==> src/rtl/arrow_key_tracker.sv <==
// PS/2 byte-stream parser: decodes E0/F0 prefixes, tracks four extended keys,
// and publishes press/release strobes plus the last completed scancode.
module arrow_key_tracker #(
   parameter logic [7:0] KEY_LEFT       = 8'h6B,
   parameter logic [7:0] KEY_DOWN       = 8'h72,
   parameter logic [7:0] KEY_RIGHT      = 8'h74,
   parameter logic [7:0] KEY_UP         = 8'h75,
   parameter int         TIMEOUT_CYCLES = 1000000
) (
   input  logic        clk,
   input  logic        rst_n,
   input  logic [7:0]  byte_in,
   input  logic        byte_valid,
   output logic [3:0]  keys,
   output logic [3:0]  press_pulse,
   output logic [3:0]  release_pulse,
   output logic [15:0] scancode,
   output logic        scancode_break,
   output logic        scancode_valid,
   output logic        err
);

   localparam int CW = (TIMEOUT_CYCLES > 0) ? $clog2(TIMEOUT_CYCLES + 1) : 1;
   localparam logic [CW-1:0] TO_LAST = (TIMEOUT_CYCLES > 0) ? CW'(TIMEOUT_CYCLES - 1) : CW'(0);
   localparam logic [7:0] BYTE_EXT = 8'hE0;
   localparam logic [7:0] BYTE_BRK = 8'hF0;

   typedef enum logic [1:0] {
      ST_IDLE    = 2'd0,
      ST_EXT     = 2'd1,
      ST_BRK     = 2'd2,
      ST_EXT_BRK = 2'd3
   } state_t;

   state_t        state_r, state_s;
   logic [CW-1:0] cnt_r, cnt_s;
   logic [3:0]    keys_r, keys_s;
   logic [3:0]    press_r, press_s;
   logic [3:0]    release_r, release_s;
   logic [15:0]   scancode_r, scancode_s;
   logic          brk_r, brk_s;
   logic          valid_r, valid_s;
   logic          err_r, err_s;
   logic [3:0]    hit_s;
   logic          is_prefix_s;

   // Lowest bit index wins when key codes collide, so the result is one-hot or zero.
   function automatic logic [3:0] key_match(input logic [7:0] b);
      logic [3:0] m;
      if (b == KEY_LEFT) begin
         m = 4'b0001;
      end else if (b == KEY_DOWN) begin
         m = 4'b0010;
      end else if (b == KEY_RIGHT) begin
         m = 4'b0100;
      end else if (b == KEY_UP) begin
         m = 4'b1000;
      end else begin
         m = 4'b0000;
      end
      return m;
   endfunction

   assign hit_s       = key_match(byte_in);
   assign is_prefix_s = (byte_in == BYTE_EXT) || (byte_in == BYTE_BRK);

   // Next-state, key tracking, strobe generation and prefix timeout.
   always_comb begin
      state_s    = state_r;
      cnt_s      = cnt_r;
      keys_s     = keys_r;
      press_s    = 4'b0000;
      release_s  = 4'b0000;
      scancode_s = scancode_r;
      brk_s      = brk_r;
      valid_s    = 1'b0;
      err_s      = 1'b0;
      if (byte_valid) begin
         cnt_s = CW'(0);
         case (state_r)
            ST_IDLE: begin
               if (byte_in == BYTE_EXT) begin
                  state_s = ST_EXT;
               end else if (byte_in == BYTE_BRK) begin
                  state_s = ST_BRK;
               end else begin
                  scancode_s = {8'h00, byte_in};
                  brk_s      = 1'b0;
                  valid_s    = 1'b1;
               end
            end
            ST_EXT: begin
               if (byte_in == BYTE_BRK) begin
                  state_s = ST_EXT_BRK;
               end else if (byte_in == BYTE_EXT) begin
                  state_s = ST_EXT;
               end else begin
                  scancode_s = {BYTE_EXT, byte_in};
                  brk_s      = 1'b0;
                  valid_s    = 1'b1;
                  state_s    = ST_IDLE;
                  // A typematic repeat of a held key produces no new press.
                  if ((hit_s & ~keys_r) != 4'b0000) begin
                     keys_s  = keys_r | hit_s;
                     press_s = hit_s;
                  end else begin
                     keys_s = keys_r;
                  end
               end
            end
            ST_BRK: begin
               state_s = ST_IDLE;
               if (is_prefix_s) begin
                  err_s = 1'b1;
               end else begin
                  scancode_s = {8'h00, byte_in};
                  brk_s      = 1'b1;
                  valid_s    = 1'b1;
               end
            end
            ST_EXT_BRK: begin
               state_s = ST_IDLE;
               if (is_prefix_s) begin
                  err_s = 1'b1;
               end else begin
                  scancode_s = {BYTE_EXT, byte_in};
                  brk_s      = 1'b1;
                  valid_s    = 1'b1;
                  if ((hit_s & keys_r) != 4'b0000) begin
                     keys_s    = keys_r & ~hit_s;
                     release_s = hit_s;
                  end else begin
                     keys_s = keys_r;
                  end
               end
            end
            default: begin
               state_s = ST_IDLE;
            end
         endcase
      end else if ((TIMEOUT_CYCLES != 0) && (state_r != ST_IDLE)) begin
         if (cnt_r == TO_LAST) begin
            err_s   = 1'b1;
            state_s = ST_IDLE;
            cnt_s   = CW'(0);
         end else begin
            cnt_s = cnt_r + CW'(1);
         end
      end else begin
         cnt_s = CW'(0);
      end
   end

   // State, counter and registered outputs.
   always_ff @(posedge clk or negedge rst_n) begin
      if (!rst_n) begin
         state_r    <= ST_IDLE;
         cnt_r      <= CW'(0);
         keys_r     <= 4'b0000;
         press_r    <= 4'b0000;
         release_r  <= 4'b0000;
         scancode_r <= 16'h0000;
         brk_r      <= 1'b0;
         valid_r    <= 1'b0;
         err_r      <= 1'b0;
      end else begin
         state_r    <= state_s;
         cnt_r      <= cnt_s;
         keys_r     <= keys_s;
         press_r    <= press_s;
         release_r  <= release_s;
         scancode_r <= scancode_s;
         brk_r      <= brk_s;
         valid_r    <= valid_s;
         err_r      <= err_s;
      end
   end

   assign keys           = keys_r;
   assign press_pulse    = press_r;
   assign release_pulse  = release_r;
   assign scancode       = scancode_r;
   assign scancode_break = brk_r;
   assign scancode_valid = valid_r;
   assign err            = err_r;

endmodule

==> config.mk <==
export PLATFORM = sky130hd
export DESIGN_NAME = arrow_key_tracker
export DESIGN_NICKNAME = d
export VERILOG_FILES = /design/src/rtl/arrow_key_tracker.sv
export SDC_FILE = /design/constraint.sdc
export NUM_CORES = 1
export LEC_CHECK = 0
export ABC_AREA = 0
export CORE_MARGIN = 2
export CORE_UTILIZATION = 40
export DETAILED_ROUTE_END_ITERATION = 6
export PLACE_DENSITY = 0.61
export SYNTH_ARGS = -nofsm -noshare
export SYNTH_HDL_FRONTEND = slang
export SYNTH_SLANG_ARGS = --single-unit
==> constraint.sdc <==
create_clock -name clk -period 2.05 [get_ports clk]
set_input_delay 0.41 -clock clk [delete_from_list [all_inputs] [get_ports clk]]
set_output_delay 0.41 -clock clk [all_outputs]
set_load 0.02 [all_outputs]
# After elaboration in Yosys (flattened, before gate mapping)
# Cells that the tools add are included.
# word_totals
ff_bits	53
input_bits	11
out_inout_bits	31
# op_classes
add_sub_neg	1
eq_ne	20
muxes	55
bitwise_logic	6
n_reduce_logical	13
# op_table
operator	n
$mux 16	6
$mux 4	18
$pmux 16 s4	1
$mux 20	3
$eq 8x7->1 const B	4
$add 20x1->20 const B	1
$eq 20x20->1 const B	1
$ne 2x2->1 const B	9
$mux 1	17
$eq 8x8->1 const B	2
$reduce_and 7->1	2
$and 4x4->4	3
$mux 2	6
$not 4->4	2
$pmux 4 s2	1
$reduce_bool 2->1	4
$reduce_bool 4->1	2
$pmux 1 s3	2
$pmux 2 s3	1
$reduce_and 6->1	1
$eq 2x2->1 const B	2
$ne 4x4->1 const B	1
$or 4x4->4	1
$reduce_and 3->1	1
other kinds (4)	4

# Depth between registers and ports, before layout
# Gate-level depths: netlist (run 1).
# logic_depth
word_depth	12
mapped_depth	8
depth_no_buf	6

# Worst setup path before layout (run 1)
# Ideal clock, no wire load.
# synth_path
path_kind	register to register
start	register cnt_r[0]
end	register cnt_r[11]
setup_ns	0.119
arrival_ns	1.655
path_slack_ns	0.276
stages_incl_launch_ff	9
n_path_buf	2
synth_period_minus_slack_ns	1.774
path_cell_list	dfrtp_1 > ha_1 > and4_1 > nand2_1 > nor4_1 > or2_1 > buf_4 > buf_6 > nor2_1
# synth_via
elab_chain_cells	4
elab_cells_between_ends	5
# synth_rtl
item	line_no	source
start: declaration	36	logic [CW-1:0] cnt_r, cnt_s;
start signal: assignment	168	cnt_r <= cnt_s;
$add 20x1->20 / $eq 20x20->1 (equally long branches)	147, 142	
$mux 20 *	142	if (cnt_r == TO_LAST) begin
$mux 20 *	141	end else if ((TIMEOUT_CYCLES != 0) && (state_r != ST_IDLE)) begin
$mux 20 *	78	if (byte_valid) begin
via cnt_s[11]	36	
# Mark *: on every way through the listed nets, which the timed path passes. The rest lies on a longest branch.
# A chain may end at the register's enable or synchronous reset.

==> results.tsv, run 1 <==
stage	metric	value	unit
synth	ranking of synthesized cells by area	dfrtp_1, nand2_1, nor2_1, xor2_1, xnor2_1	
grt	via count of the first global-routing pass	1674	
pwr	Power Dens Cells	628	mW/mm^2
finish	area occupied by registers	0.00115	mm^2
detailed_routing	number of vias per cell	4.84	
finish	growth of design area from synthesis to finish	30.6	%
sta	slew at the pin with the worst max-slew slack	0.570	ns
clock_tree	clock buffer count from CTS	5	
placement	Port Buffers	36	
setup_path	required arrival time at the worst endpoint	2.29	ns
setup_path	depth of the worst register-to-register path	7	
pwr	Max IR drop VDD	0.308	mV
detailed_routing	DRT antenna net count	0	
setup_path	kind of capture point of the worst setup path	register	
clock_tree	clock-pin slew reported for the worst setup and hold paths after clock tree synthesis	0.09	ns
sta	unrepaired setup endpoints after global routing	no	
detailed_routing	DRC violation total after the first TritonRoute iteration	53	
detailed_routing	first-pass iteration count of the detailed router	4	
sta	remaining max-slew budget at the tightest pin	62.0	%
sta	period utilisation layout	94.7	%
clock_tree	CTS max path bufs	2	
finish	final-layout fill cell count	482	
grt	first-pass GRT wire length	7650	um
setup_path	slack of the worst reg-to-reg path	0.21	ns
die	total number of placement rows	26	
setup_path	maximum fanout count along the critical path	5	
synth	number of distinct library cells after synthesis	42	
synth	leading area contributor after synthesis	dfrtp_1	
die	horizontal die dimension	77.6	um
clock_tree	H-tree depth	2	
synth	sequential-to-total area share from yosys stat	53.1	%
placement	half-perimeter wire length after detailed placement	3230	um
finish	fraction of final layout cells with drive strength greater than 1	14.5	%
synth	synth warn	0	
die	chip height	77.6	um
finish	area occupied by multi-input gates	921	um^2
outcome	run status	complete, no violations	
clock_tree	CTS tree	done	
synth	commonest register cell after synthesis	dfrtp_1	
clock_tree	master cell of the clock root buffer	clkbuf_8	
synth	syn avg cell area	10.1	um^2
sta	Fmax	515	MHz
sta	minimum clock period	1.94	ns
detailed_routing	DRT Wirelength	4490	um
sta	Final setup viols	0	
detailed_routing	total via count after detailed routing	1642	
sta	number of hold violations in the final report	0	
clock_tree	number of setup buffers added after CTS	0	
clock_tree	clock network latency to the later pin of the worst-skew pair	0.30	ns
setup_path	Crit Path Class	in2reg	
synth	flip-flop and latch count after synthesis	46	
placement	weighted congestion at the end of routability-driven global placement	0.801	
synth	most frequent cell after synthesis	dfrtp_1	
detailed_routing	average routed wire per standard cell	13.2	um
die	core area	0.00517	mm^2
detailed_routing	drt drc	0	
grt	GRT overflow	0	
die	die area	0.00603	mm^2
synth	top-area cell type share of the netlist area	53.1	%
die	effective utilization at floorplan	41.9	%
grt	antenna violations before repair	0	
synth	fraction of synthesis flops using an asynchronous set or reset pin	100	%
synth	Cell Area, Synth	0.00217	mm^2
synth	number of instances in the synthesized netlist	214	
sta	setup skew after layout	0.00500	ns
pwr	leakage power of the design	1.25	nW
finish	final std cell area, no fill	0.00283	mm^2
run	number of violations of the max-capacitance limit	0	
clock_tree	CTS Sinks	46	
grt	largest net degree at the start of global routing	25	
finish	post-route core utilization	54.8	%
die	I/O pin total	42	
setup_path	arrival time of the worst setup path	2.18	ns
grt	overall track demand over capacity in global routing	16.1	%
worst_hold_path	worst min-delay path class	in2async	
sta	Final Max Slew Viols	0	
finish	number of nets in the finished design	280	
synth	Synth top cells by count	dfrtp_1, nand2_1, nor2_1, xor2_1, nand3_1	
synth	number of enable flip-flop cells after synthesis	0	
placement	post-placement cell area	0.00271	mm^2
finish	ANT cells	0	
setup_path	kind of start point of the critical path	input port	
==> critical path, cell delays in order <==
cell,delay (ns)
clkdlybuf4s50_1,0.47
and4bb_2,0.38
nand3_1,0.08
a2111o_1,0.49
nor2_1,0.18
o22a_1,0.16
==> sequential cells by signal, indices dropped and copies added, names as in the netlist, named ones only <==
register and count:
cnt_r 20, err 1, press_pulse 4, release_pulse 4, scancode 9, scancode_break 1
scancode_valid 1, state_r 2
==> through the flow <==
| stage | power (mW) | hold WS (ns) | worst slack, ns | instances | setup TNS (ns) |
|---|---|---|---|---|---|
| floorplan | 1.02 | 0.114 | 0.276 | 218 | 0 |
| global placement | 1.12 | 0.431 | -0.224 | 331 | -2.22 |
| detailed placement | 1.12 | 0.439 | -0.249 | 331 | -2.30 |
| CTS | 1.81 | 0.107 | 0.0526 | 339 | 0 |
| global route | 1.86 | 0.120 | 0.0135 | 339 | 0 |
| finish | 1.78 | 0.0972 | 0.109 | 339 | 0 |
==> cell usage in the layout, fill, tap and decap left out, types with 4 or more instances in the layout <==
cell type         n
nand3_1          10
nand2_1          39
conb_1            5
nor2_1           30
clkdlybuf4s50_1  32
inv_1             6
xor2_1           11
dfrtp_1          46
xnor2_1           7
buf_4            18
o22a_1            4
nand4_1           4
clkbuf_8          5
==> kinds of logic after synthesis <==
| kind of cell | after synthesis | synth area share (%) |
|---|---|---|
| buffers and inverters | 19 | 5.48 |
| multiplexers | 2 | 0.980 |
| XOR/XNOR | 18 | 7.27 |
| flip-flops | 46 | 53.1 |
| AO/OA/AOI/OAI | 17 | 6.17 |
| AND/OR/NAND/NOR | 110 | 26.3 |
| other | 1 | 0.173 |
| adder cells (fa/ha/maj) | 1 | 0.577 |
==> final timing paths <==
path,from,to
hold reg to reg,scancode[2],scancode[2]
min in group clk,scancode[2],scancode[2]
hold / removal,rst_n,cnt_r[10]
setup reg to reg,cnt_r[0],cnt_r[3]
setup / recovery,byte_in[1],register
max in group asynchronous,rst_n,state_r[0]
==> where the power goes <==
part | total, mW | internal, mW | leakage [nW] | switching, mW
sequential | 0.931 | 0.922 | 0.626 | 0.00844
clock | 0.681 | 0.363 | 0.0504 | 0.318
combinational | 0.168 | 0.0749 | 0.570 | 0.0931
==> metal layers <==
layer	up-vias	global-route usage [%]	share of wire, %
met5	-	0	0
met4	0	4.46	0.22
met3	2	4.77	3.3
met2	30	26.9	50
met1	791	20.4	46
li1	819	-	-
==> layout make-up <==
class / instances / area share (%)
well taps: 70 / 3.09
inverters: 6 / 0.795
clock inverters: 3 / 1.59
repair buffers: 56 / 19.0
multi-input cells: 153 / 32.5
clock buffers: 5 / 2.43
flip-flops and latches: 46 / 40.6
==> what timing repair did <==
item / CTS / global route
gates resized for setup: 0 / 4
setup endpoints to repair: 0 / 25
hold buffers: 0 / 0
hold endpoints to repair: 0 / 0
Note: power is estimated with default switching activity, not from simulation.
==> inputs of run 2 (changes only) <==
- CORE_ASPECT_RATIO: default -> 0.5
- MAX_ROUTING_LAYER: default -> met4
==> results.tsv, run 2 (synthesis results as in run 1) <==
stage	metric	value	unit	change
sta	remaining max-slew budget at the tightest pin	61.2	%	was 62.0%
detailed_routing	DRT antenna net count	0		unchanged
sta	slew at the pin with the worst max-slew slack	0.581	ns	was 0.570 ns
detailed_routing	average routed wire per standard cell	12.4	um	was 13.2 um
die	horizontal die dimension	108	um	was 77.6 um
setup_path	kind of start point of the critical path	input port		unchanged
grt	via count of the first global-routing pass	1666		was 1674
finish	leading cell type in the layout, fill and taps excluded	dfrtp_1		unchanged
pwr	part of the total power dissipated in combinational logic	9.1	%	was 9.4%
detailed_routing	Top Metal Used	met4		unchanged
placement	weighted congestion at the end of routability-driven global placement	0.778		was 0.801
die	core area	0.00507	mm^2	was 0.00517 mm^2
die	die area	0.00606	mm^2	was 0.00603 mm^2
pwr	total net switching power	0.392	mW	was 0.420 mW
clock_tree	clock buffer count from CTS	5		unchanged
grt	GRT overflow	0		unchanged
detailed_routing	amount of wire on met2 after detailed routing	1860	um	was 2260 um
clock_tree	CTS max path bufs	2		unchanged
pwr	internal power consumption	1.36	mW	about the same
setup_path	kind of capture point of the worst setup path	register		unchanged
sta	setup skew after layout	0.00876	ns	was 0.00500 ns
finish	number of nets in the finished design	277		was 280
grt	first-pass GRT wire length	7530	um	was 7650 um
placement	half-perimeter wire length after detailed placement	3000	um	was 3230 um
outcome	run status	complete, no violations		unchanged
pwr	leakage power of the design	1.22	nW	was 1.25 nW
die	chip height	56.1	um	was 77.6 um
die	total number of placement rows	18		was 26
worst_hold_path	worst min-delay path class	in2async		unchanged
sta	number of hold violations in the final report	0		unchanged
pwr	Max IR drop VDD	0.339	mV	was 0.308 mV
detailed_routing	DRT met1 WL	2110	um	was 2070 um
placement	Port Buffers	36		unchanged
run	number of violations of the max-capacitance limit	0		unchanged
finish	most frequent cells in the layout	dfrtp_1, nand2_1, clkdlybuf4s50_1, nor2_1, buf_4		unchanged
pwr	Power Dens Cells	629	mW/mm^2	was 628 mW/mm^2
clock_tree	H-tree depth	2		unchanged
sta	Fin Hold WS	0.189	ns	was 0.0972 ns
pwr	switching share of total power	22.4	%	was 23.6%
finish	final std cell area, no fill	0.00278	mm^2	was 0.00283 mm^2
sta	summed negative setup slack over all endpoints	0	ns	unchanged
sta	Final Max Slew Viols	0		unchanged
setup_path	stage delay of the slowest cell on the critical path	0.59	ns	was 0.49 ns
sta	minimum clock period	1.97	ns	was 1.94 ns
pwr	overall power after layout	1.75	mW	was 1.78 mW
setup_path	required arrival time at the worst endpoint	2.28	ns	was 2.29 ns
finish	Largest register FFs	20		unchanged
grt	antenna violations before repair	0		unchanged
clock_tree	clock network latency to the later pin of the worst-skew pair	0.29	ns	was 0.30 ns
finish	post-route core utilization	54.9	%	was 54.8%
clock_tree	CTS Sinks	46		unchanged
setup_path	maximum fanout count along the critical path	7		was 5
pwr	proportion of power drawn by flip-flops and latches	53.2	%	was 52.3%
clock_tree	clock-pin slew reported for the worst setup and hold paths after clock tree synthesis	0.08	ns	was 0.09 ns
finish	largest reg by FF count	cnt_r		unchanged
die	effective utilization at floorplan	42.8	%	was 41.9%
setup_path	arrival time of the worst setup path	2.21	ns	was 2.18 ns
clock_tree	CTS tree	done		unchanged
finish	ANT cells	0		unchanged
placement	cell count after placement	328		was 331
detailed_routing	total via count after detailed routing	1598		was 1642
detailed_routing	number of vias per cell	4.76		was 4.84
finish	growth of design area from synthesis to finish	28.3	%	was 30.6%
detailed_routing	DRT Wirelength	4150	um	was 4490 um
setup_path	cell at the slowest stage of the critical path	clkdlybuf4s50_1		was a2111o_1
sta	unrepaired setup endpoints after global routing	no		unchanged
sta	period utilisation layout	96.1	%	was 94.7%
detailed_routing	drt drc	0		unchanged
finish	post-route insts no fill	336		was 339
clock_tree	master cell of the clock root buffer	clkbuf_8		unchanged
sta	Final setup viols	0		unchanged
detailed_routing	total met3 wirelength after detailed routing	132	um	was 149 um
die	I/O pin total	42		unchanged
setup_path	Crit Path Class	in2reg		unchanged
setup_path	cell family with most CP delay	compound AO/OA/AOI/OAI gates		unchanged
clock_tree	CTS Hold Bufs	0		unchanged
grt	largest net degree at the start of global routing	47		was 25
grt	overall track demand over capacity in global routing	16.0	%	was 16.1%
placement	worst slack after detailed placement	-0.291	ns	was -0.249 ns
setup_path	Worst Path Buf+Inv	1		unchanged
pwr	part of the power in the clock network	37.7	%	was 38.3%
finish	fraction of final layout cells with drive strength greater than 1	12.4	%	was 14.5%
sta	Fmax	507	MHz	was 515 MHz
placement	post-placement cell area	0.00267	mm^2	was 0.00271 mm^2
setup_path	cells traversed along the worst timing path	clkdlybuf4s50_1 > and3b_1 > nand3_1 > a2111o_1 > nor2_1 > o22a_1		was clkdlybuf4s50_1 > and4bb_2 > nand3_1 > a2111o_1 > nor2_1 > o22a_1
detailed_routing	first-pass iteration count of the detailed router	4		unchanged
sta	fin worst setup slack	0.0791	ns	was 0.109 ns
detailed_routing	DRC violation total after the first TritonRoute iteration	70		was 53
-- run 2: cell types whose count changed in the layout (fill, tap and decap cells not counted) --
cell,delta
buf_4,-2
clkbuf_1,+2
clkinvlp_4,-2
buf_12,-1
clkdlybuf4s50_1,+1
dlymetal6s2s_1,-1
nor4_1,+1
nor4_2,-1
-- run 2: layout make-up --
| cell class | count | area (um^2) |
|---|---|---|
| Clock buffer | 7 | 76.3 |
| Clock inverter | 1 | 30.0 |
| Fill cell | 457 | 2280 |
| Inverter | 6 | 22.5 |
| Multi-Input combinational cell | 153 | 915 |
| Sequential cell | 46 | 1150 |
| Tap cell | 70 | 87.6 |
| Timing Repair Buffer | 53 | 500 |
-- run 2: power by group through the flow --
stage               Combinational, mW  Sequential [mW]  Clock [mW]
finish                          0.160            0.931       0.659
global placement                0.161            0.949           0
detailed placement              0.162            0.949           0
floorplan                      0.0557            0.969           0
global route                    0.175            0.934       0.722
CTS                             0.163            0.931       0.675
-- run 2: worst paths after layout --
| check | startpoint | end | slack (ns) | cells after the start |
|---|---|---|---|---|
| worst max-delay path | byte_in[4] | register | 0.08 | 6 |
| worst min-delay path | rst_n | asynchronous set/reset pin | 0.19 | 2 |
| worst max register to register | cnt_r[0] | cnt_r[17] | 0.22 | 8 |
| worst min register to register | scancode[6] | scancode[6] | 0.49 | 2 |
| max in group asynchronous | rst_n | scancode[2] | 1.46 | 2 |
| min in group clk | scancode[6] | scancode[6] | 0.49 | 2 |
-- run 2: layer usage --
layer / track usage, % / up-vias
met5: - / -
met4: 4.21 / 0
met3: 4.80 / 6
met2: 24.0 / 23
met1: 21.3 / 757
li1: - / 812
-- run 2: timing repair --
action                                  CTS  global route
gates resized for setup                   0             2
endpoints found under the setup margin    0             7
setup buffers                             0             0
hold endpoints to repair                  0             0
==> inputs of run 3 (changes only) <==
- CORE_UTILIZATION: 40 -> 51
- PLACE_DENSITY: 0.61 -> 0.76
- SLEW_MARGIN: default -> 20
==> results.tsv, run 3 (synthesis results as in run 1) <==
stage	metric	value	unit	change
finish	growth of design area from synthesis to finish	29.2	%	was 28.3%
sta	period utilisation layout	95.0	%	was 96.1%
clock_tree	CTS tree	done		unchanged
finish	most frequent cells in the layout	dfrtp_1, nand2_1, clkdlybuf4s50_1, nor2_1, buf_4		unchanged
finish	Largest register FFs	20		unchanged
detailed_routing	number of vias per cell	5.19		was 4.76
clock_tree	CTS Hold Bufs	0		unchanged
detailed_routing	DRC violation total after the first TritonRoute iteration	62		was 70
detailed_routing	DRT antenna net count	0		unchanged
clock_tree	clock network latency to the later pin of the worst-skew pair	0.31	ns	was 0.29 ns
outcome	run status	complete, no violations		unchanged
die	I/O pin total	42		unchanged
clock_tree	clock-pin slew reported for the worst setup and hold paths after clock tree synthesis	0.08	ns	about the same
setup_path	kind of start point of the critical path	input port		unchanged
die	chip height	50.1	um	was 56.1 um
clock_tree	number of setup buffers added after CTS	0		unchanged
die	total number of placement rows	16		was 18
setup_path	startpoint of the worst-slack reg-to-reg timing path	cnt_r[0]		unchanged
finish	fraction of final layout cells with drive strength greater than 1	13.2	%	was 12.4%
sta	Final Max Slew Viols	0		unchanged
setup_path	required arrival time at the worst endpoint	2.30	ns	was 2.28 ns
detailed_routing	drt drc	0		unchanged
placement	weighted congestion at the end of routability-driven global placement	0.783		was 0.778
grt	largest net degree at the start of global routing	47		unchanged
pwr	overall power after layout	1.93	mW	was 1.75 mW
pwr	Max IR drop VDD	0.366	mV	was 0.339 mV
clock_tree	CTS Sinks	46		unchanged
pwr	Power Dens Cells	688	mW/mm^2	was 629 mW/mm^2
grt	antenna violations before repair	0		unchanged
sta	slew at the pin with the worst max-slew slack	0.591	ns	was 0.581 ns
detailed_routing	first-pass iteration count of the detailed router	4		unchanged
placement	Port Buffers	36		unchanged
grt	first-pass GRT wire length	7280	um	was 7530 um
pwr	leakage power of the design	1.23	nW	was 1.22 nW
sta	number of hold violations in the final report	0		unchanged
clock_tree	H-tree depth	2		unchanged
clock_tree	clock buffer count from CTS	5		unchanged
finish	number of nets in the finished design	276		was 277
worst_hold_path	worst min-delay path class	in2async		unchanged
clock_tree	master cell of the clock root buffer	clkbuf_8		unchanged
finish	final-layout fill cell count	294		was 457
clock_tree	CTS max path bufs	2		unchanged
grt	overall track demand over capacity in global routing	21.1	%	was 16.0%
die	core area	0.00398	mm^2	was 0.00507 mm^2
sta	minimum clock period	1.95	ns	was 1.97 ns
finish	largest reg by FF count	cnt_r		unchanged
placement	half-perimeter wire length after detailed placement	3150	um	was 3000 um
detailed_routing	average routed wire per standard cell	14.1	um	was 12.4 um
finish	leading cell type in the layout, fill and taps excluded	dfrtp_1		unchanged
detailed_routing	DRT Wirelength	4510	um	was 4150 um
grt	GRT overflow	0		unchanged
die	horizontal die dimension	96.2	um	was 108 um
sta	unrepaired setup endpoints after global routing	no		unchanged
sta	setup skew after layout	0.00726	ns	was 0.00876 ns
placement	post-placement cell area	0.00264	mm^2	was 0.00267 mm^2
setup_path	start point of the critical path	byte_in[2]		was byte_in[4]
finish	ANT cells	0		unchanged
setup_path	Crit Path Class	in2reg		unchanged
grt	via count of the first global-routing pass	1605		was 1666
finish	final std cell area, no fill	0.00280	mm^2	was 0.00278 mm^2
die	die area	0.00482	mm^2	was 0.00606 mm^2
setup_path	arrival time of the worst setup path	2.19	ns	was 2.21 ns
setup_path	kind of capture point of the worst setup path	register		unchanged
sta	Fmax	514	MHz	was 507 MHz
setup_path	maximum fanout count along the critical path	5		was 7
detailed_routing	total via count after detailed routing	1657		was 1598
die	effective utilization at floorplan	54.5	%	was 42.8%
run	number of violations of the max-capacitance limit	0		unchanged
sta	Final setup viols	0		unchanged
sta	remaining max-slew budget at the tightest pin	60.6	%	was 61.2%
## run 3: cell count changes in the layout (fill, tap and decap cells not counted), sizes merged
cell,delta
dlymetal6s2s,-1
buf,-1
bufinv,+1
clkbuf,-1
clkdlybuf4s50,+1
## run 3: worst paths after layout
check	slack (ns)	depth (start not counted)	to
max in group asynchronous	1.46	2	cnt_r[8]
worst max-delay path	0.10	6	register
worst min-delay path	0.17	2	release_pulse[3]
worst max register to register	0.16	8	cnt_r[0]
worst min register to register	0.49	2	scancode[1]
min in group clk	0.49	2	scancode[1]
## run 3: per-stage QoR
step           TNS, ns  setup slack [ns]  hold WS (ns)  instances  utilization [%]
3_5_place_dp     -2.90            -0.266         0.470        311             66.4
5_1_grt              0           0.00501         0.222        319             70.4
6_report             0             0.103         0.171        319             70.4
4_1_cts              0            0.0507         0.185        319             69.9
2_1_floorplan        0             0.276         0.114        218                -
3_3_place_gp     -2.07            -0.204         0.459        311             66.4
## run 3: final cells by class
| type | instances | area, um^2 | share of cell area (%) |
|---|---|---|---|
| sequential | 46 | 1150 | 41.1 |
| multi-input combinational | 153 | 930 | 33.2 |
| clock buffer | 6 | 82.6 | 2.95 |
| timing repair buffer | 52 | 490 | 17.5 |
| clock inverter | 2 | 60.1 | 2.14 |
| tap | 54 | 67.6 | 2.41 |
| inverter | 6 | 22.5 | 0.803 |
## run 3: routing by layer
metal / GRT usage [%] / vias to the layer above / wire length, um
li1: - / 814 / -
met2: 30.8 / 39 / 2110
met3: 7.03 / 12 / 176
met4: 9.05 / 0 / 117
met1: 26.9 / 792 / 2100
met5: - / - / 0
## run 3: critical path: stages
cell and delay (ns):
clkdlybuf4s50_1 0.58, and4bb_2 0.31, nand3_1 0.09, a2111o_1 0.49, nor2_1 0.17, o22a_1 0.16
## run 3: power by group
| group | internal, mW | switching (mW) | total, mW |
|---|---|---|---|
| logic | 0.0714 | 0.0932 | 0.165 |
| clock network | 0.520 | 0.313 | 0.833 |
| registers | 0.922 | 0.00879 | 0.931 |
## run 3: repair_timing
item	CTS	global route
endpoints found under the setup margin	0	22
resized for setup	0	3
hold endpoints to repair	0	0
